`config.mk`:
```
export PLATFORM = sky130hd
export DESIGN_NAME = opa_conf_loader
export DESIGN_NICKNAME = d
export VERILOG_FILES = /design/src/rtl/opa_conf_pkg.sv /design/src/rtl/opa_conf_phase_timer.sv /design/src/rtl/opa_conf_loader.sv
export SDC_FILE = /design/constraint.sdc
export NUM_CORES = 1
export LEC_CHECK = 0
export CAP_MARGIN = 20
export CORE_UTILIZATION = 38
export DETAILED_ROUTE_END_ITERATION = 16
export DONT_BUFFER_PORTS = 1
export GPL_ROUTABILITY_DRIVEN = 1
export SKIP_LAST_GASP = 1
export SYNTH_ARGS = -nofsm -noshare
export SYNTH_HDL_FRONTEND = slang
export SYNTH_SLANG_ARGS = --single-unit
```
`constraint.sdc`:
```
create_clock -name CLK -period 2.2 [get_ports CLK]
set_input_delay 0.44 -clock CLK [delete_from_list [all_inputs] [get_ports CLK]]
set_output_delay 0.44 -clock CLK [all_outputs]
set_load 0.02 [all_outputs]
```
`src/rtl/opa_conf_pkg.sv`:
```
// opa_conf_pkg: shared types and constants for the OPA/OPB serial configuration loader
package opa_conf_pkg;

    typedef enum logic [2:0] {IDLE, SETUP, PH_A, GAP_A, PH_B, TAIL} state_t;

    // width of the phase down-counter; holds PULSE_W-1 / GAP_W-1 up to 255
    localparam int PH_CW = 8;

    // cycles per serial step: setup gap, phase-A pulse, mid gap, phase-B pulse
    function automatic int step_len(input int p, input int g);
        return 2 * g + 2 * p;
    endfunction

endpackage

```
`src/rtl/opa_conf_phase_timer.sv`:
```
// opa_conf_phase_timer: loadable down-counter flagging the last cycle of a phase
//   CLK   in  clock
//   RESET in  async active-high reset
//   load  in  load len (phase length minus one) on this edge
//   len   in  cycles remaining after the load cycle
//   tc    out terminal count: current cycle is the last of the phase
module opa_conf_phase_timer
    import opa_conf_pkg::*;
(
    input  logic             CLK,
    input  logic             RESET,
    input  logic             load,
    input  logic [PH_CW-1:0] len,
    output logic             tc
);

    logic [PH_CW-1:0] cnt;

    always_ff @(posedge CLK or posedge RESET) begin
        if (RESET)
            cnt <= '0;
        else if (load)
            cnt <= len;
        else if (cnt != '0)
            cnt <= cnt - 1'b1;
    end

    assign tc = cnt == '0;

endmodule

```
`src/rtl/opa_conf_loader.sv`:
```
// opa_conf_loader: shifts a parallel frame bit-serially into a two-phase latch chain
//   CLK, RESET        clock, async active-high reset
//   frame_valid/ready host handshake; frame_data captured on accept, bit 0 first
//   abort             stop after the current step (ignored in IDLE and on the last step)
//   CONFin            serial data into the chain, changes only on SETUP entry
//   CONF_CLK, MODE    non-overlapping phase-A / phase-B latch enables
//   CONFout           serial data from the chain tail
//   busy, done, aborted  status; done/aborted are one-cycle pulses
//   rb_data, rb_valid previous chain contents, valid with done
// Optional readback: define OPA_CONF_READBACK_EN; otherwise rb_* are tied low.
module opa_conf_loader
    import opa_conf_pkg::*;
#(
    parameter int CHAIN_LEN = 32,
    parameter int PULSE_W   = 2,
    parameter int GAP_W     = 1
) (
    input  logic                 CLK,
    input  logic                 RESET,
    input  logic                 frame_valid,
    output logic                 frame_ready,
    input  logic [CHAIN_LEN-1:0] frame_data,
    input  logic                 abort,
    output logic                 CONFin,
    output logic                 CONF_CLK,
    output logic                 MODE,
    input  logic                 CONFout,
    output logic                 busy,
    output logic                 done,
    output logic                 aborted,
    output logic [CHAIN_LEN-1:0] rb_data,
    output logic                 rb_valid
);

    localparam int SW = $clog2(CHAIN_LEN);
    localparam logic [PH_CW-1:0] P_LEN = PH_CW'(PULSE_W - 1);
    localparam logic [PH_CW-1:0] G_LEN = PH_CW'(GAP_W - 1);

    state_t               state, state_n;
    logic                 tc, load, last, accept, next_step, finish;
    logic                 abort_q, full;
    logic [SW-1:0]        step;
    logic [CHAIN_LEN-1:0] sr;
    logic [PH_CW-1:0]     len;

    assign accept    = frame_valid & frame_ready;
    assign last      = step == SW'(CHAIN_LEN - 1);
    assign load      = state_n != state;
    assign len       = (state_n == PH_A || state_n == PH_B) ? P_LEN : G_LEN;
    assign next_step = state == PH_B && state_n == SETUP;
    assign finish    = state == TAIL && tc;

    opa_conf_phase_timer u_timer (
        .CLK   (CLK),
        .RESET (RESET),
        .load  (load),
        .len   (len),
        .tc    (tc)
    );

    always_comb begin
        state_n = state;
        case (state)
            IDLE:    if (frame_valid) state_n = SETUP;
            SETUP:   if (tc) state_n = PH_A;
            PH_A:    if (tc) state_n = GAP_A;
            GAP_A:   if (tc) state_n = PH_B;
            // the last step always completes; an abort only cuts earlier steps short
            PH_B:    if (tc) state_n = (last || abort_q || abort) ? TAIL : SETUP;
            TAIL:    if (tc) state_n = IDLE;
            default: state_n = IDLE;
        endcase
    end

    always_ff @(posedge CLK or posedge RESET) begin
        if (RESET) begin
            state       <= IDLE;
            frame_ready <= 1'b1;
            busy        <= 1'b0;
            done        <= 1'b0;
            aborted     <= 1'b0;
            CONF_CLK    <= 1'b0;
            MODE        <= 1'b0;
            CONFin      <= 1'b0;
            sr          <= '0;
            step        <= '0;
            abort_q     <= 1'b0;
            full        <= 1'b0;
        end else begin
            state       <= state_n;
            frame_ready <= state_n == IDLE;
            busy        <= state_n != IDLE;
            CONF_CLK    <= state_n == PH_A;
            MODE        <= state_n == PH_B;
            done        <= finish && full;
            aborted     <= finish && !full;
            abort_q     <= accept ? 1'b0 : abort_q | (busy & abort);
            if (accept) begin
                sr     <= frame_data;
                CONFin <= frame_data[0];
                step   <= '0;
                full   <= 1'b0;
            end else if (next_step) begin
                // rotate so every frame bit stays live; bit 1 is the next to send
                sr     <= {sr[0], sr[CHAIN_LEN-1:1]};
                CONFin <= sr[1];
                step   <= step + 1'b1;
            end
            if (state == PH_B && tc && last)
                full <= 1'b1;
        end
    end

`ifdef OPA_CONF_READBACK_EN
    logic [CHAIN_LEN-1:0] rb_shift;

    // the tail bit is stable during SETUP, after the previous step's shift settled
    always_ff @(posedge CLK or posedge RESET) begin
        if (RESET) begin
            rb_shift <= '0;
            rb_data  <= '0;
            rb_valid <= 1'b0;
        end else begin
            if (state == SETUP && tc)
                rb_shift[step] <= CONFout;
            rb_valid <= finish && full;
            if (finish && full)
                rb_data <= rb_shift;
        end
    end
`else
    logic unused_confout;
    assign unused_confout = CONFout;
    assign rb_data  = '0;
    assign rb_valid = 1'b0;
`endif

endmodule

```
; ---- Word level (Yosys, flattened, before mapping)
; Cells that the tools add are included.
[classes]
add_sub_neg = 2
n_eq_ne = 10
n_mux = 20
bitwise_logic = 3
n_reduce_logical = 18
[op_table]
columns = op, count
row1 = 32-bit two-way mux, 2
row2 = 3-bit two-way mux, 7
row3 = 3-bit case mux with 6 select lines, 1
row4 = 8-bit two-way mux, 2
row5 = 5-bit two-way mux, 2
row6 = "3-bit by 2-bit == test with 1-bit output, second input constant", 3
row7 = "3-bit == test, second input constant", 3
row8 = 8-bit logical NOT, 1
row9 = 8-bit nonzero test, 1
row10 = "8-bit by 1-bit subtractor with 8-bit output, second input constant", 1
row11 = "3-bit by 1-bit == test with 1-bit output, second input constant", 2
row12 = 1-bit logical AND, 6
row13 = 3-bit logical NOT, 2
row14 = 1-bit two-way mux, 6
row15 = 2-bit nonzero test, 3
row16 = "5-bit by 1-bit adder with 5-bit output, second input constant", 1
row17 = "5-bit == test, second input constant", 1
row18 = 1-bit logical OR, 3
row19 = 3-bit != test, 1
row20 = 3-bit nonzero test, 1
row21 = 1-bit bitwise AND, 2
row22 = 1-bit logical NOT, 1
row23 = 1-bit bitwise OR, 1
[totals]
ff_bits = 57
out_inout_bits = 40

; ---- Longest topological paths before layout
[depth]
ltp_word = 10
ltp_mapped = 9

; ---- Modules after synthesis
; Synthesis repeated with hierarchy kept, for this count alone.
[unflattened]
cells_unflattened = 357
area_unflattened_um2 = 3075.4
[by_module_without_submodules]
columns = mod, n_inst, cells_each, area_each_um2, seq_area_each_um2
row1 = opa_conf_loader, 1, 301, 2578.7, 1202.4
row2 = opa_conf_phase_timer, 1, 56, 496.7, 200.2

; ---- Worst setup path after synthesis
; No wires, ideal clock.
[synth_path]
path_type = register to register
from = reg step[0]
to = reg step[2]
arrival_time_ns = 1.942
required_ns = 2.122
path_slack_ns = 0.180
path_stages_with_launch = 9
period_less_slack_ns = 2.020
cell_sequence = dfrtp_1 ha_1 and3_1 ha_1 nor3_1 nand4_2 buf_6 or3_1 a21oi_1
[synth_via]
elab_chain_len = 9
word_cells_on_any_way = 12
[synth_lines]
columns = element, line_no
row1 = from (decl), opa_conf_loader.sv:42  ; logic [SW-1:0] step;
row2 = from (signal assigned), opa_conf_loader.sv:107  ; step <= step + 1'b1;
row3 = 5-bit == test, opa_conf_loader.sv:47  ; assign last = step == SW'(CHAIN_LEN - 1);
row4 = 1-bit logical OR (2 in series), opa_conf_loader.sv:69  ; PH_B: if (tc) state_n = (last || abort_q || abort) ? TAIL : SETUP;
row5 = 3-bit two-way mux (2 in series), opa_conf_loader.sv:69
row6 = 3-bit case mux with 6 select lines, opa_conf_loader.sv:63  ; case (state)
row7 = 3-bit by 1-bit == test with 1-bit output, opa_conf_loader.sv:50  ; assign next_step = state == PH_B && state_n == SETUP;
row8 = 1-bit logical AND, opa_conf_loader.sv:50
row9 = 2-bit nonzero test (no source line), -
; Several ways; a longest one is shown, not always the timed one. The select of a mux whose other input is x is not followed.
; A chain may end at the register's enable or synchronous reset.

; ---- Final worst setup path
[layout_path]
from = reg step[0]
to = reg step[3]
; Same word-level chain as after synthesis.

==> results.md <==
- Die area: between 8000 and 9000 sq um
- Vias in the first global route: ~1.8k
- Asr flop ratio synth: 1.00
- Via density per instance: 4.88
- Fin. max-slew vios: 0
- Clock latency on the worst-skew pair: just over 0.3 ns
- Nets: 375
- Synth top area share: 0.472
- WP data arrival: 2.30 ns
- Final hold vios: 0
- Critical path's slowest cell: dfrtp_1
- Fmax: between 0.4 and 0.5 GHz
- Clk_skew: 0.0130 ns
- Mean Syn Cell Area: between 8 and 9 sq um
- Met3 Track Usage GR: 0.0430
- Highest ir drop seen on vdd: about 0.39 mV
- CP most frequent cell: ha_1
- CP endpoint kind: flip-flop
- Pwr Density: 1230 nW/um^2
- # placed instances: around 430
- Yosys warnings: 0
- Largest net degree at the start of global routing: 65
- Area grow syn2layout: 5.53%
- FF+latch count, synth: 56
- Post-CTS Hold Fix Bufs: 0
- Total Wirelength: 5430 um
- PortBufs: 0
- I/O pin total: between 70 and 80
- Synth Cell Area: between 2000 and 3000 sq um
- Root Driver: clkbuf_8
- Final setup viols: 0
- Worst hold path type: input pin to asynchronous set/reset pin
- Count leader, synth: nand2_1
- Final GP Congestion: around 0.80
- Wire length per cell: between 10 and 15 um
- Detailed placement HPWL: ~3700 um
- CTS tree: done
- Crit-path max FO: 6
- Fill cells: 736
- Fin crit share: 0.938
- CTS buffer count: 5
- Clk sinks: 56
- Pleak: between 1 and 1.5 nW
- DRC violations left: 0
- First drt pass iteration count: 4
- Busiest layer in global routing: met2
- N_diodes: 0
- Synth area leader: dfrtp_1
- Hold Slack: about 0.038 ns
- Slew HR: 0.646
- Post-synthesis cell count: between 300 and 400
- Met1 GRT Util: 0.198
- CTS clk-pin slew, worst paths: about 0.1 ns
- Core ar.: about 7300 sq um
- Top cells by area, synth: dfrtp_1 (47%), nand2_1 (9.5%), buf_4 (8.8%)
- Unrepaired setup endpoints after global routing: true
- Starting Density: 0.398
- EDFF count, synth: 0
- Share of cells above drive strength 1: 0.0863
- Setup CP Type: flip-flop to flip-flop
- Worst-margin pin slew: 0.530 ns
- M2 GR Usage: 0.209
- CTS max path bufs: 2
- Initial antenna violation count: 0
- Final ANT Viol Nets: 0
- CP Launch Type: flip-flop
- CP required: roughly 2.4 ns
- Post-layout min period: just over 2 ns
- Synth cell count leaders: nand2_1 (74), dfrtp_1 (55), nor2_1 (49)
- Non-Filler Instances: roughly 440
- Sequential share of the synthesized area: 0.481
- Multi-input gate area: around 1300 sq um
- GRT Util Overall: 0.141
- Chip width: approximately 90 um
- Crit-path cells: ha_1 -> and3_1 -> ha_1 -> nor3_4 -> nand4_2 -> or3_1 -> a21oi_1
- Global route overflow: 0
- H-tree lvl count: 2
- Count of cell types in the netlist: 35
- Status: finished, final reports clean
- Worst path max stage delay: roughly 0.40 ns
- Die height: between 80 and 90 um
- Max_cap viols: 0
- Synth Flop Type: dfrtp_1
- Rows: 31
- Vias: roughly 2.1k
- Register area: approximately 1400 sq um
- First-pass GRT wire length: roughly 8600 um
- Initial DRC count: roughly 110
==> cells by family after synthesis <==
| kind of cell | share of synthesized area |
|---|---|
| AOI/OAI and AO/OA | 0.120 |
| xor gates and xnor gates | 0.0120 |
| adders and majority gates | 0.0129 |
| buffers and inverters | 0.127 |
| DFF | 0.481 |
| muxes | 0.00686 |
| other | 0.00129 |
| and+or+nand+nor | 0.239 |
==> power by group <==
part | total (mW) | switching (mW) | internal [mW]
combinational | 1.30 | 0.735 | 0.560
clock | 0.702 | 0.330 | 0.372
sequential | 1.78 | 0.329 | 1.45
==> critical path, delay by kind of cell (launching register included) <==
kind / cells / cell delay, ns
flops: 1 / 0.40
simple gates: 4 / 0.99
fa+ha+maj: 2 / 0.43
compound gates: 1 / 0.16
==> routing by layer <==
metal / vias up / wire, um
met3: 6 / 345
met4: 0 / 72
met2: 50 / 2420
met1: 1011 / 2590
li1: 1057 / -
met5: - / 0
==> placed cells by master (no fill, tap or decap), types with 3 or more instances in the layout <==
cell | synthesis | layout
nor3_1 | 4 | 3
or3_1 | 7 | 7
buf_12 | 0 | 3
clkbuf_8 | 0 | 6
conb_1 | 1 | 33
o21ai_0 | 10 | 10
nand3_1 | 3 | 3
a31oi_1 | 31 | 31
buf_4 | 34 | 8
a21oi_1 | 11 | 11
nor2b_1 | 5 | 5
nand2_1 | 74 | 73
inv_1 | 6 | 5
dfrtp_1 | 55 | 55
ha_1 | 3 | 3
nor2_1 | 49 | 49
and3_1 | 3 | 3
==> final timing paths <==
| path | start | endpoint | slack, ns | cells past startpoint |
|---|---|---|---|---|
| max in group asynchronous | RESET | sr[28]$_DFFE_PP0P_ | 1.60 | 2 |
| min in group CLK | frame_data[17] | sr[17]$_DFFE_PP0P_ | 0.28 | 2 |
| max reg2reg | step[0]$_DFFE_PP0P_ | step[3]$_DFFE_PP0P_ | 0.14 | 7 |
| max | step[0]$_DFFE_PP0P_ | step[3]$_DFFE_PP0P_ | 0.14 | 7 |
| min | RESET | sr[24]$_DFFE_PP0P_ | 0.04 | 1 |
| min reg2reg | u_timer.cnt[0]$_DFFE_PP0P_ | u_timer.cnt[0]$_DFFE_PP0P_ | 0.50 | 1 |
==> stage by stage <==
step	cell area [sq um]	setup WS, ns	utilization	TNS, ns	power [mW]
2_1_floorplan	3040	0.180	-	0	2.79
3_3_place_gp	2930	0.0427	0.400	0	3.06
3_5_place_dp	2930	0.0327	0.400	0	3.10
4_1_cts	3060	0.108	0.417	0	3.83
5_1_grt	3080	-0.00497	0.420	-0.00497	4.11
6_report	3080	0.137	0.420	0	3.78
==> flip-flops by register name, summed over array words and instances (netlist names) <==
register     cells
CONF_CLK         1
MODE             1
abort_q          1
aborted          1
busy             1
done             1
frame_ready      1
full             1
sr              32
state            3
step             5
u_timer.cnt      8
==> area by class of cell <==
type / instances / area share
timing repair buffer: 12 / 0.0427
multi-input combinational: 254 / 0.415
clock inverter: 2 / 0.0126
tap: 99 / 0.0402
clock buffer: 6 / 0.0268
inverter: 6 / 0.00732
sequential: 56 / 0.456
==> repair_timing <==
item                                    CTS  global route
pin swaps                                 0             0
endpoints found under the setup margin    1            34
gates cloned                              0             0
resized for setup                         1             2
setup buffers                             0             1
(Power assumes the default switching activity.)
